### config.mk
export PLATFORM = sky130hd
export DESIGN_NAME = enable_gen
export DESIGN_NICKNAME = d
export VERILOG_FILES = /design/src/rtl/enable_gen.sv
export SDC_FILE = /design/constraint.sdc
export NUM_CORES = 1
export LEC_CHECK = 0
export CORE_MARGIN = 2
export CORE_UTILIZATION = 64
export CTS_BUF_LIST = sky130_fd_sc_hd__clkbuf_2
export DETAILED_ROUTE_END_ITERATION = 16
export HOLD_SLACK_MARGIN = 0.02
export PLACE_DENSITY = 0.88
export RECOVER_POWER = 100
export SETUP_SLACK_MARGIN = 0.5
export SYNTH_ARGS = -nofsm -noshare
export SYNTH_HDL_FRONTEND = slang
export SYNTH_SLANG_ARGS = --single-unit
### constraint.sdc
create_clock -name clk -period 9.49 [get_ports clk]
set_clock_uncertainty 0.05 [all_clocks]
set_input_delay 1.898 -clock clk [delete_from_list [all_inputs] [get_ports clk]]
set_output_delay 1.898 -clock clk [all_outputs]
set_load 0.02 [all_outputs]
### src/rtl/enable_gen.sv
// enable_gen: programmable clock-enable generator feeding a counter's en input.
// Divides clk by a run-time divisor and emits single-cycle en_out strobes,
// either continuously (burst 0) or as a finite burst followed by a done pulse.
// Optional build macro: ENABLE_GEN_STATUS_EN adds the strobe_count status port.
module enable_gen #(
    parameter int DIV_WIDTH   = 16,
    parameter int BURST_WIDTH = 8,
    parameter int DEFAULT_DIV = 1
) (
    input  logic                   clk,
    input  logic                   rst,
    input  logic [DIV_WIDTH-1:0]   div_in,
    input  logic                   load_div,
    input  logic [BURST_WIDTH-1:0] burst_in,
    input  logic                   start,
    input  logic                   stop,
    output logic                   en_out,
    output logic                   busy,
    output logic                   done
`ifdef ENABLE_GEN_STATUS_EN
    ,
    output logic [BURST_WIDTH-1:0] strobe_count
`endif
);

    typedef enum logic [1:0] {
        ST_IDLE = 2'd0,
        ST_RUN  = 2'd1,
        ST_DONE = 2'd2
    } state_t;

    state_t                 state_reg;
    logic [DIV_WIDTH-1:0]   div_reg;
    logic [DIV_WIDTH-1:0]   pre_cnt_reg;
    logic [BURST_WIDTH-1:0] strobe_cnt_reg;
    logic [BURST_WIDTH-1:0] burst_reg;
    logic                   en_out_reg;
    logic                   busy_reg;
    logic                   done_reg;

    logic [DIV_WIDTH-1:0]   last_pre_next;
    logic [BURST_WIDTH-1:0] strobe_cnt_next;
    logic                   strobe_due_next;
    logic                   final_strobe_next;

    // Terminal prescale value (a zero divisor behaves as divide-by-one) and
    // whether the strobe due now is the last one of a finite burst.
    always_comb begin
        last_pre_next     = (div_reg == '0) ? '0 : (div_reg - DIV_WIDTH'(1));
        strobe_due_next   = (pre_cnt_reg == last_pre_next);
        strobe_cnt_next   = strobe_cnt_reg + BURST_WIDTH'(1);
        final_strobe_next = (burst_reg != '0) && (strobe_cnt_next == burst_reg);
    end

    // Control FSM with registered outputs; busy deliberately lags the state by one edge.
    always_ff @(posedge clk) begin
        if (rst) begin
            state_reg      <= ST_IDLE;
            div_reg        <= DIV_WIDTH'(DEFAULT_DIV);
            pre_cnt_reg    <= '0;
            strobe_cnt_reg <= '0;
            burst_reg      <= '0;
            en_out_reg     <= 1'b0;
            busy_reg       <= 1'b0;
            done_reg       <= 1'b0;
        end else begin
            busy_reg   <= (state_reg != ST_IDLE);
            en_out_reg <= 1'b0;
            done_reg   <= 1'b0;
            case (state_reg)
                ST_IDLE: begin
                    // A coincident load and start both apply, so the run sees the new divisor.
                    if (load_div) begin
                        div_reg <= div_in;
                    end
                    if (start) begin
                        burst_reg      <= burst_in;
                        pre_cnt_reg    <= '0;
                        strobe_cnt_reg <= '0;
                        state_reg      <= ST_RUN;
                    end
                end
                ST_RUN: begin
                    // stop wins over any strobe (including the final one) due on this edge.
                    if (stop) begin
                        state_reg <= ST_IDLE;
                    end else if (strobe_due_next) begin
                        pre_cnt_reg    <= '0;
                        en_out_reg     <= 1'b1;
                        strobe_cnt_reg <= strobe_cnt_next;
                        if (final_strobe_next) begin
                            state_reg <= ST_DONE;
                        end
                    end else begin
                        pre_cnt_reg <= pre_cnt_reg + DIV_WIDTH'(1);
                    end
                end
                ST_DONE: begin
                    // One-cycle completion window; done appears right after the last strobe.
                    done_reg  <= 1'b1;
                    state_reg <= ST_IDLE;
                end
                default: begin
                    state_reg <= ST_IDLE;
                end
            endcase
        end
    end

    assign en_out = en_out_reg;
    assign busy   = busy_reg;
    assign done   = done_reg;

`ifdef ENABLE_GEN_STATUS_EN
    // Strobe counter holds its last value until the next accepted start.
    assign strobe_count = strobe_cnt_reg;
`endif

endmodule

==> run metrics, run 1 <==
Max-slew headroom=-3.524%; number of synthesized register bits=53; die height=75.90 um; Placer Congestion=0.8635; largest net degree at the start of global routing=38; # diodes=0; crit path time final=4.412 ns; sequential element share of the synthesized area=32.07%; asr flop ratio synth=0%; Tightest Pin Transition=1.553 ns; DR vias=about 3200; Worst Path Arrival=about 4.7 ns; Post-Syn Area per Cell=7.519 um^2; CP max stage cell=or4_1; Post-CTS Resized=0; family with the most delay on the worst path=simple AND/OR/NAND/NOR gates; clk root buf=clkbuf_2; hpwl dp=5497 um; run status=complete, but fails checks; clk slew on worst S/H paths=0.27 ns; DP Area=around 0.0036 mm^2; Row Count=26; Die ar.=0.005760 mm^2; vias in the first global route=2727; CTS tree=yes; initial antenna violation count=0; starting DRC count in detailed routing=257; Avg Vias per Cell=6.088; Max Slew Vio Count=38; final wirelength=about 7600 um; LEAKAGE=approximately 1.3 nW; ys flop type=dfxtp_1; Worst VDD drop=0.1010 mV; Die X=roughly 76 um; RSZ-0062 raised after global routing=no; maximum fanout along the worst path=18; # hold bufs at CTS=0; Final Hold Viols=0; worst min path class=reg -> reg; register area=0.001061 mm^2; Ys Warns=0; CTS H-tree lvls=2; # DRC=0; Worst EP required=9.80 ns; Tot GR Track Use=27.48%; post-route cell area=~0.0036 mm^2; First-pass DRT Iterations=5; post-synthesis cell count=440; synthesized cell area=0.003308 mm^2; Fill cells=425; cts bufs inserted=5; first-pass GRT wire length=12350 um; worst skew pair latency=around 0.46 ns; Fmax=0.2266 GHz; ranking of synthesized cells by area=dfxtp_1, nand2_1, xnor2_1, a21oi_1, xor2_1; number of I/O pins=32; Max Cap Viol=1; CTS sink cnt=53; P&R area growth vs syn=8.661%; final worst slack=between 5 and 6 ns; nets@finish=483; Setup Buffers After CTS=0; area of the multi-input gates=0.002032 mm^2; average wire per standard cell=around 14 um; cell taking the most area after synthesis=dfxtp_1; CP Launch Type=flop; aggregate negative setup slack=0 ns; maximum clock path buffer count=2; failing checks=max-capacitance violations, max-slew violations; max incr delay on CP=approximately 0.83 ns; Setup CP Type=reg -> reg; layout cell share with drive strength beyond 1=4.867%; Distinct cells, synth=60; core region area=0.005042 mm^2; PD cells=roughly 120 mW/mm^2; final hold slack=0.4458 ns; pre-CTS setup slack=about 5.5 ns; Buf+Inv Stages, Crit Path=1; crit-path cells=inv_1 -> ha_1 -> or3b_1 -> nor4_1 -> mux2i_1 -> xnor2_1 -> a211o_1 -> or4_1 -> o21ai_0 -> o221ai_1; Port Buffers=31; final worst path period share=46.50%; Synth top area share=32.07%; Initial Util=65.61%; antenna-violating nets left=0; number of flops mapped to enable cells by yosys=0; crit end category=flop; total grt overflow=0; Setup-failing EPs final=0; Post-Syn Nets=472
## tightest hold or removal path, cell delays in order (launching register included)
cell,delay (ns)
dfxtp_1,0.38
nand2_1,0.06
mux2i_1,0.06
## final timing paths
check / from / endpoint / slack, ns / cells past startpoint
hold / removal: strobe_cnt_reg[7]$_SDFFE_PP0P_ / strobe_cnt_reg[7]$_SDFFE_PP0P_ / 0.45 / 2
setup reg to reg: div_reg[0]$_SDFFE_PP1P_ / strobe_cnt_reg[2]$_SDFFE_PP0P_ / 5.08 / 10
hold reg to reg: strobe_cnt_reg[7]$_SDFFE_PP0P_ / strobe_cnt_reg[7]$_SDFFE_PP0P_ / 0.45 / 2
setup / recovery: div_reg[0]$_SDFFE_PP1P_ / strobe_cnt_reg[2]$_SDFFE_PP0P_ / 5.08 / 10
## cell families (layout without fill, tap and decap cells)
logic type,after synthesis,after routing,share of synthesized area [%]
flops,53,53,32.07
compound gates,90,90,17.85
mux,5,5,1.513
buf+inv,43,55,5.938
simple gates,214,214,33.02
fa+ha+maj,3,3,1.135
xor+xnor,32,32,8.472
## layout by cell type (no fill, tap or decap), types with 3 or more instances in the layout
cell type	instances
nand2_1	81
dfxtp_1	53
a21oi_1	29
clkdlybuf4s50_1	27
nor2_1	24
nand3_1	22
xnor2_1	19
nor3_1	15
o21ai_0	15
inv_1	14
and3_1	13
xor2_1	13
nor4_1	12
o22ai_1	9
and2_1	7
o211ai_1	7
clkbuf_2	6
or2_2	5
mux2i_1	5
or3_1	4
or4_1	4
nand2b_1	4
dlygate4sd3_1	4
a211o_1	3
o21ai_1	3
a31oi_1	3
or4b_2	3
nand3b_1	3
nor3b_1	3
o2111ai_1	3
ha_1	3
## stage by stage
| step | cells | utilization (%) | total power, mW |
|---|---|---|---|
| 2_1_floorplan | 440 | - | 0.3089 |
| 3_3_place_gp | 514 | 70.94 | 0.3284 |
| 3_5_place_dp | 514 | 70.94 | 0.3315 |
| 4_1_cts | 522 | 71.74 | 0.4185 |
| 5_1_grt | 522 | 71.29 | 0.4373 |
| 6_report | 522 | 71.29 | 0.4174 |
## Yosys cell counts, types with 2 or more instances
cell type  number
xor2_1         13
o22ai_1         9
nor2_1         24
nor4b_1         2
buf_2           4
o2111ai_1       3
and2_1          7
o21a_1          2
nor4_1         12
nand4_1         2
xnor2_1        19
a211oi_1        2
inv_1          14
ha_1            3
o221ai_1        2
or4_4           2
nand2b_1        4
dfxtp_1        53
clkbuf_1       20
or2_2           5
nand2_1        81
and3_1         13
o21ai_0        13
a21oi_1        28
or3_1           4
or4b_2          3
mux2i_1         5
nor3b_1         3
nand3_1        22
or4_1           4
a211o_1         3
a31oi_1         3
o211ai_1        7
buf_6           4
nand4b_1        2
nor3_1         15
nand3b_1        3
o21ai_1         3
## final cells by class
type	count	area share, %
Clock buffer	6	0.8354
Clock inverter	2	0.2785
Inverter	14	1.462
Multi-Input combinational cell	344	56.53
Sequential cell	53	29.52
Tap cell	70	2.436
Timing Repair Buffer	33	8.945
## report_power, final
group	switching, mW	internal [mW]
combinational	0.0482	0.0389
sequential	0.0100	0.230
clock	0.0713	0.0185
total	0.130	0.288
## per-layer routing
layer / up-vias / track usage [%] / part of all wire, % / routed length, um
li1: 1588 / - / - / -
met3: 11 / 5.026 / 5.4 / 406
met1: 1473 / 39.02 / 48 / 3606
met5: - / 0 / 0 / 0
met2: 106 / 42.05 / 45 / 3420
met4: 0 / 9.162 / 1.7 / 128
Power figures use the tool's default switching activity.
==> inputs of run 2 (changes only) <==
--- a/config.mk
+++ b/config.mk
@@ -6,11 +6,11 @@
 export NUM_CORES = 1
 export LEC_CHECK = 0
 export CORE_MARGIN = 2
-export CORE_UTILIZATION = 64
+export CORE_UTILIZATION = 59
 export CTS_BUF_LIST = sky130_fd_sc_hd__clkbuf_2
 export DETAILED_ROUTE_END_ITERATION = 16
 export HOLD_SLACK_MARGIN = 0.02
-export PLACE_DENSITY = 0.88
+export PLACE_DENSITY = 0.82
 export RECOVER_POWER = 100
 export SETUP_SLACK_MARGIN = 0.5
 export SYNTH_ARGS = -nofsm -noshare
==> constraint.sdc (replaced) <==
create_clock -name clk -period 4.53 [get_ports clk]
set_clock_uncertainty 0.05 [all_clocks]
set_input_delay 0.906 -clock clk [delete_from_list [all_inputs] [get_ports clk]]
set_output_delay 0.906 -clock clk [all_outputs]
set_load 0.02 [all_outputs]
==> run 2 against run 1 <==
Compared with the run above: the run ends with max-capacitance violations left; combinational power increased by 110%; power rose by 110%; via count fell by 0.98%; non-clock buffer count unchanged; utilization fell by 5.1 points; cell area rose by 0.80%; routed wire length is 2.5% lower; setup slack got worse by 4.5 ns; largest power group unchanged; highest routed layer unchanged.
==> run metrics, run 2 (synthesis results as in run 1) <==
Worst Path Arrival=4.26 ns; Max-slew headroom=0.1171%; core region area=0.005473 mm^2; final worst slack=0.5608 ns; Max Cap Viol=1; starting DRC count in detailed routing=254; CTS H-tree lvls=2; first-pass GRT wire length=13010 um; # hold bufs at CTS=0; Setup CP Type=reg -> reg; total grt overflow=0; Max Slew Vio Count=0; most used cell, CP=a211o_1; commonest non-fill, non-tap cells in the layout=nand2_1, dfxtp_1, a21oi_1; max incr delay on CP=0.85 ns; P&R area growth vs syn=9.531%; LEAKAGE=1.297 nW; CTS sink cnt=53; final wirelength=roughly 7400 um; hpwl dp=5505 um; clk root buf=clkbuf_2; Avg Vias per Cell=6.006; Tightest Pin Transition=between 1 and 1.5 ns; clk slew on worst S/H paths=about 0.25 ns; Crit Reg-Reg Endpoint=pre_cnt_reg[3]$_SDFFE_PP0P_; Row Count=27; failing checks=max-capacitance violations; most common cell after layout, fill and taps aside=nand2_1; crit-path cells=inv_1 -> ha_1 -> or3b_1 -> or2_2 -> and2_0 -> a211o_1 -> a211o_1 -> or4_1 -> o21ai_2 -> o21ai_0; Initial Util=60.45%; Die X=78.88 um; Setup Buffers After CTS=0; vias in the first global route=2861; Fmax=between 0.2 and 0.3 GHz; number of I/O pins=32; R2R Setup Slk=0.56 ns; maximum clock path buffer count=2; cts bufs inserted=5; Endpoint, Worst Hold=strobe_cnt_reg[7]$_SDFFE_PP0P_; crit path time final=3.969 ns; maximum fanout along the worst path=18; CP max stage cell=or4_1; Setup-failing EPs final=0; run status=complete, but fails checks; Die ar.=about 0.0062 mm^2; hold depth=2; Worst VDD drop=0.2118 mV; First-pass DRT Iterations=5; layout cell share with drive strength beyond 1=5.310%; DR vias=around 3100; hold wc startpoint=strobe_cnt_reg[7]$_SDFFE_PP0P_; # DRC=0; worst skew pair latency=0.45 ns; worst-case reg-to-reg path depth=10; antenna-violating nets left=0; die height=78.88 um; CP Launch Type=flop; aggregate negative setup slack=0 ns; Critical R2R Launch=div_reg[0]$_SDFFE_PP1P_; crit end category=flop; CTS tree=yes; pre-CTS setup slack=0.5919 ns; average wire per standard cell=14.07 um; Port Buffers=31; largest net degree at the start of global routing=37; Worst EP required=about 4.8 ns; worst min path class=reg -> reg; final worst path period share=87.62%; # diodes=0; register area=0.001061 mm^2; Fill cells=484; RSZ-0062 raised after global routing=no; Tot GR Track Use=25.43%; Placer Congestion=0.9146; PD cells=about 240 mW/mm^2; initial antenna violation count=0; nets@finish=483; Final Hold Viols=0; area of the multi-input gates=0.002057 mm^2
run 2: cell count changes in the layout (fill, tap and decap cells not counted), sizes merged:
cell | previous run | this run
clkbuf | 7 | 6
inv | 14 | 15
run 2: metrics by stage:
step                      power (mW)  hold WS (ns)  instance area, um^2  util, %  instances
final                         0.8736        0.4512                 3623    66.21        524
after global routing          0.9172        0.4813                 3623    66.21        524
after CTS                     0.8765        0.4547                 3621    66.16        524
after detailed placement      0.6940        0.4278                 3580    65.41        516
after global placement        0.6878        0.4122                 3580    65.41        516
after floorplan               0.6472        0.3726                 3308        -        440
run 2: power by group:
| part | switching, mW | internal [mW] | total (mW) |
|---|---|---|---|
| logic | 0.102 | 0.0825 | 0.184 |
| clock network | 0.148 | 0.0369 | 0.185 |
| registers | 0.0215 | 0.483 | 0.504 |
run 2: layout make-up:
class | count | area share [%]
Sequential cell | 53 | 29.28
Inverter | 14 | 1.450
Clock inverter | 3 | 0.4489
Tap cell | 72 | 2.486
Clock buffer | 5 | 0.6906
Multi-Input combinational cell | 344 | 56.77
Timing Repair Buffer | 33 | 8.874
run 2: worst max-delay path: cells and delay by family, from the launching register on:
family	cells	cell delay [ns]
and+or+nand+nor	4	1.92
AOI/OAI and AO/OA	4	1.03
DFF	1	0.41
adders and majority gates	1	0.33
buffers and inverters	1	0.13
run 2: layer usage:
| layer | track usage (%) | vias to the layer above | part of all wire, % |
|---|---|---|---|
| met5 | 0 | - | 0 |
| met4 | 8.276 | 0 | 1.8 |
| met3 | 3.636 | 16 | 5.6 |
| met2 | 40.09 | 107 | 44 |
| met1 | 35.94 | 1432 | 49 |
| li1 | - | 1592 | - |
run 2: what timing repair did:
action,CTS,global route
endpoints found under the setup margin,0,25
resized for setup,0,2
hold endpoints to repair,0,0
run 2: worst max-delay path by stage:
stage               depth (start not counted)                              to  slack [ns]                    start
floorplan                                  14     pre_cnt_reg[5]$_SDFFE_PP0P_        1.07  div_reg[0]$_SDFFE_PP1P_
global placement                           10  strobe_cnt_reg[2]$_SDFFE_PP0P_        0.70  div_reg[0]$_SDFFE_PP1P_
detailed placement                         10  strobe_cnt_reg[2]$_SDFFE_PP0P_        0.59  div_reg[0]$_SDFFE_PP1P_
CTS                                        10     pre_cnt_reg[3]$_SDFFE_PP0P_        0.55  div_reg[0]$_SDFFE_PP1P_
global route                               10     pre_cnt_reg[7]$_SDFFE_PP0P_        0.31  div_reg[0]$_SDFFE_PP1P_
finish                                     10     pre_cnt_reg[3]$_SDFFE_PP0P_        0.56  div_reg[0]$_SDFFE_PP1P_
==> inputs of run 3 (changes only) <==
--- a/config.mk
+++ b/config.mk
@@ -6,9 +6,10 @@
 export NUM_CORES = 1
 export LEC_CHECK = 0
 export CORE_MARGIN = 2
-export CORE_UTILIZATION = 59
+export CORE_UTILIZATION = 66
 export CTS_BUF_LIST = sky130_fd_sc_hd__clkbuf_2
 export DETAILED_ROUTE_END_ITERATION = 16
+export DONT_BUFFER_PORTS = 1
 export HOLD_SLACK_MARGIN = 0.02
 export PLACE_DENSITY = 0.82
 export RECOVER_POWER = 100
==> run 3 against run 2 <==
Compared with the run above: the flow now finishes without violations; critical path depth stayed put; utilization is 3.0 points higher; hold slack worse by 0.040 ns; routed wire length is 4.2% lower; maximum frequency is 4.6% higher; first-iteration DRC count is 8.3% lower; sequential share of layout area is 2.7 points higher; combinational power is 15% lower; global-route usage is 2.6 points higher; cell area is 8.5% lower; power is 1.2% lower; sequential power hardly changed; critical path type unchanged; largest cell class unchanged; largest power group unchanged.
==> run metrics, run 3 (synthesis results as in run 1) <==
Buf+Inv Stages, Crit Path=1; Crit Reg-Reg Endpoint=pre_cnt_reg[2]$_SDFFE_PP0P_; die height=74.80 um; core region area=0.004786 mm^2; DR vias=between 2000 and 3000; initial antenna violation count=0; CTS H-tree lvls=2; cts bufs inserted=5; CTS sink cnt=53; final worst path period share=~84%; Finished Core Util=roughly 69%; number of I/O pins=32; crit end category=flop; final wirelength=about 7100 um; Worst EP required=4.84 ns; aggregate negative setup slack=0 ns; maximum clock path buffer count=2; CP max stage cell=or4_4; CTS tree=yes; clk root buf=clkbuf_2; layout cell share with drive strength beyond 1=5.952%; Tightest Pin Transition=0.8300 ns; family with the most delay on the worst path=simple AND/OR/NAND/NOR gates; Die ar.=0.005595 mm^2; Port Buffers=0; # DRC=0; First-pass DRT Iterations=4; worst skew pair latency=~0.45 ns; nets@finish=~450; worst-case reg-to-reg path depth=10; Max-slew headroom=44.63%; R2R Setup Slk=between 0.7 and 0.8 ns; LEAKAGE=1.170 nW; hpwl dp=between 5000 and 6000 um; Placer Congestion=1.019; Critical Path End=pre_cnt_reg[2]$_SDFFE_PP0P_; DP Area=about 0.0033 mm^2; run status=finished clean; largest net degree at the start of global routing=38; worst min path class=reg -> reg; vias in the first global route=2775; antenna-violating nets left=0; Critical R2R Launch=div_reg[0]$_SDFFE_PP1P_; final hold slack=0.4108 ns; average wire per standard cell=14.50 um; # diodes=0; Setup CP Type=reg -> reg; worst setup path startpoint=div_reg[0]$_SDFFE_PP1P_; Crit. path cell count=10; Die X=~75 um; starting DRC count in detailed routing=233; first-pass GRT wire length=12320 um; commonest non-fill, non-tap cells in the layout=nand2_1, dfxtp_1, a21oi_1; crit path time final=3.794 ns; PD cells=~260 mW/mm^2; Fmax=0.2636 GHz; crit-path cells=inv_1 -> ha_1 -> or3b_1 -> nor4_1 -> and2_0 -> o21ai_0 -> a221o_1 -> or4_4 -> o21ai_2 -> o211ai_1; CP Launch Type=flop; total chip power=0.8634 mW; Final Hold Viols=0; Tot GR Track Use=28.06%; Row Count=25; Setup-failing EPs final=0; max incr delay on CP=around 0.57 ns; Worst VDD drop=0.2167 mV; post-route cell area=0.003314 mm^2; Worst Path Arrival=4.11 ns; P&R area growth vs syn=0.1891%; # hold bufs at CTS=0; total grt overflow=0; Max Slew Vio Count=0; Avg Vias per Cell=6.109; most common cell after layout, fill and taps aside=nand2_1; maximum fanout along the worst path=18; Max Cap Viol=0; RSZ-0062 raised after global routing=no; Initial Util=69.12%; clk slew on worst S/H paths=0.28 ns; hold wc startpoint=state_reg[0]$_SDFFE_PP0P_
run 3: changes by cell type in the layout (fill, tap and decap cells not counted), moves of 2 or more:
cell             delta
and2_1              -2
and2_0              +2
clkdlybuf4s50_1    -27
dlygate4sd3_1       -4
nor4_2              -2
run 3: cell type report:
type	count	area, um^2
well taps	67	83.83
multi-input cells	344	2063
inverters	14	52.55
repair buffers	1	7.507
clock inverters	3	21.27
clock buffers	5	25.02
fillers	447	1471
flip-flops and latches	53	1061
run 3: power by group:
part	switching, mW	internal [mW]	leakage [nW]
clock network	0.161	0.0400	0.0310
registers	0.0216	0.483	0.431
logic	0.0950	0.0623	0.707
run 3: routing by layer:
layer	share of wire [%]	vias to the layer above	track usage, %	wire (um)
li1	-	1525	-	-
met1	46	1378	35.66	3259
met2	48	64	48.97	3379
met3	4.9	8	5.355	348
met4	1.1	0	7.341	75
met5	0	-	0	0
run 3: how the worst min path moves through the flow:
stage	end	slack [ns]	cells past startpoint
2_1_floorplan	done$_SDFF_PP0_	0.37	1
3_3_place_gp	done$_SDFF_PP0_	0.39	1
3_5_place_dp	done$_SDFF_PP0_	0.39	1
4_1_cts	burst_reg[3]$_SDFFE_PP0P_	0.41	1
5_1_grt	burst_reg[1]$_SDFFE_PP0P_	0.36	1
6_report	done$_SDFF_PP0_	0.41	1
run 3: stage by stage:
stage	std cells	setup WS (ns)
after floorplan	440	1.070
after global placement	479	0.6903
after detailed placement	479	0.5763
after CTS	487	0.5451
after global routing	487	0.4498
final	487	0.7361
run 3: repair_timing:
action / in CTS / in global routing
gates resized for setup: 0 / 2
endpoints found under the hold margin: 0 / 0
setup buffers: 0 / 0
setup endpoints to repair: 0 / 26
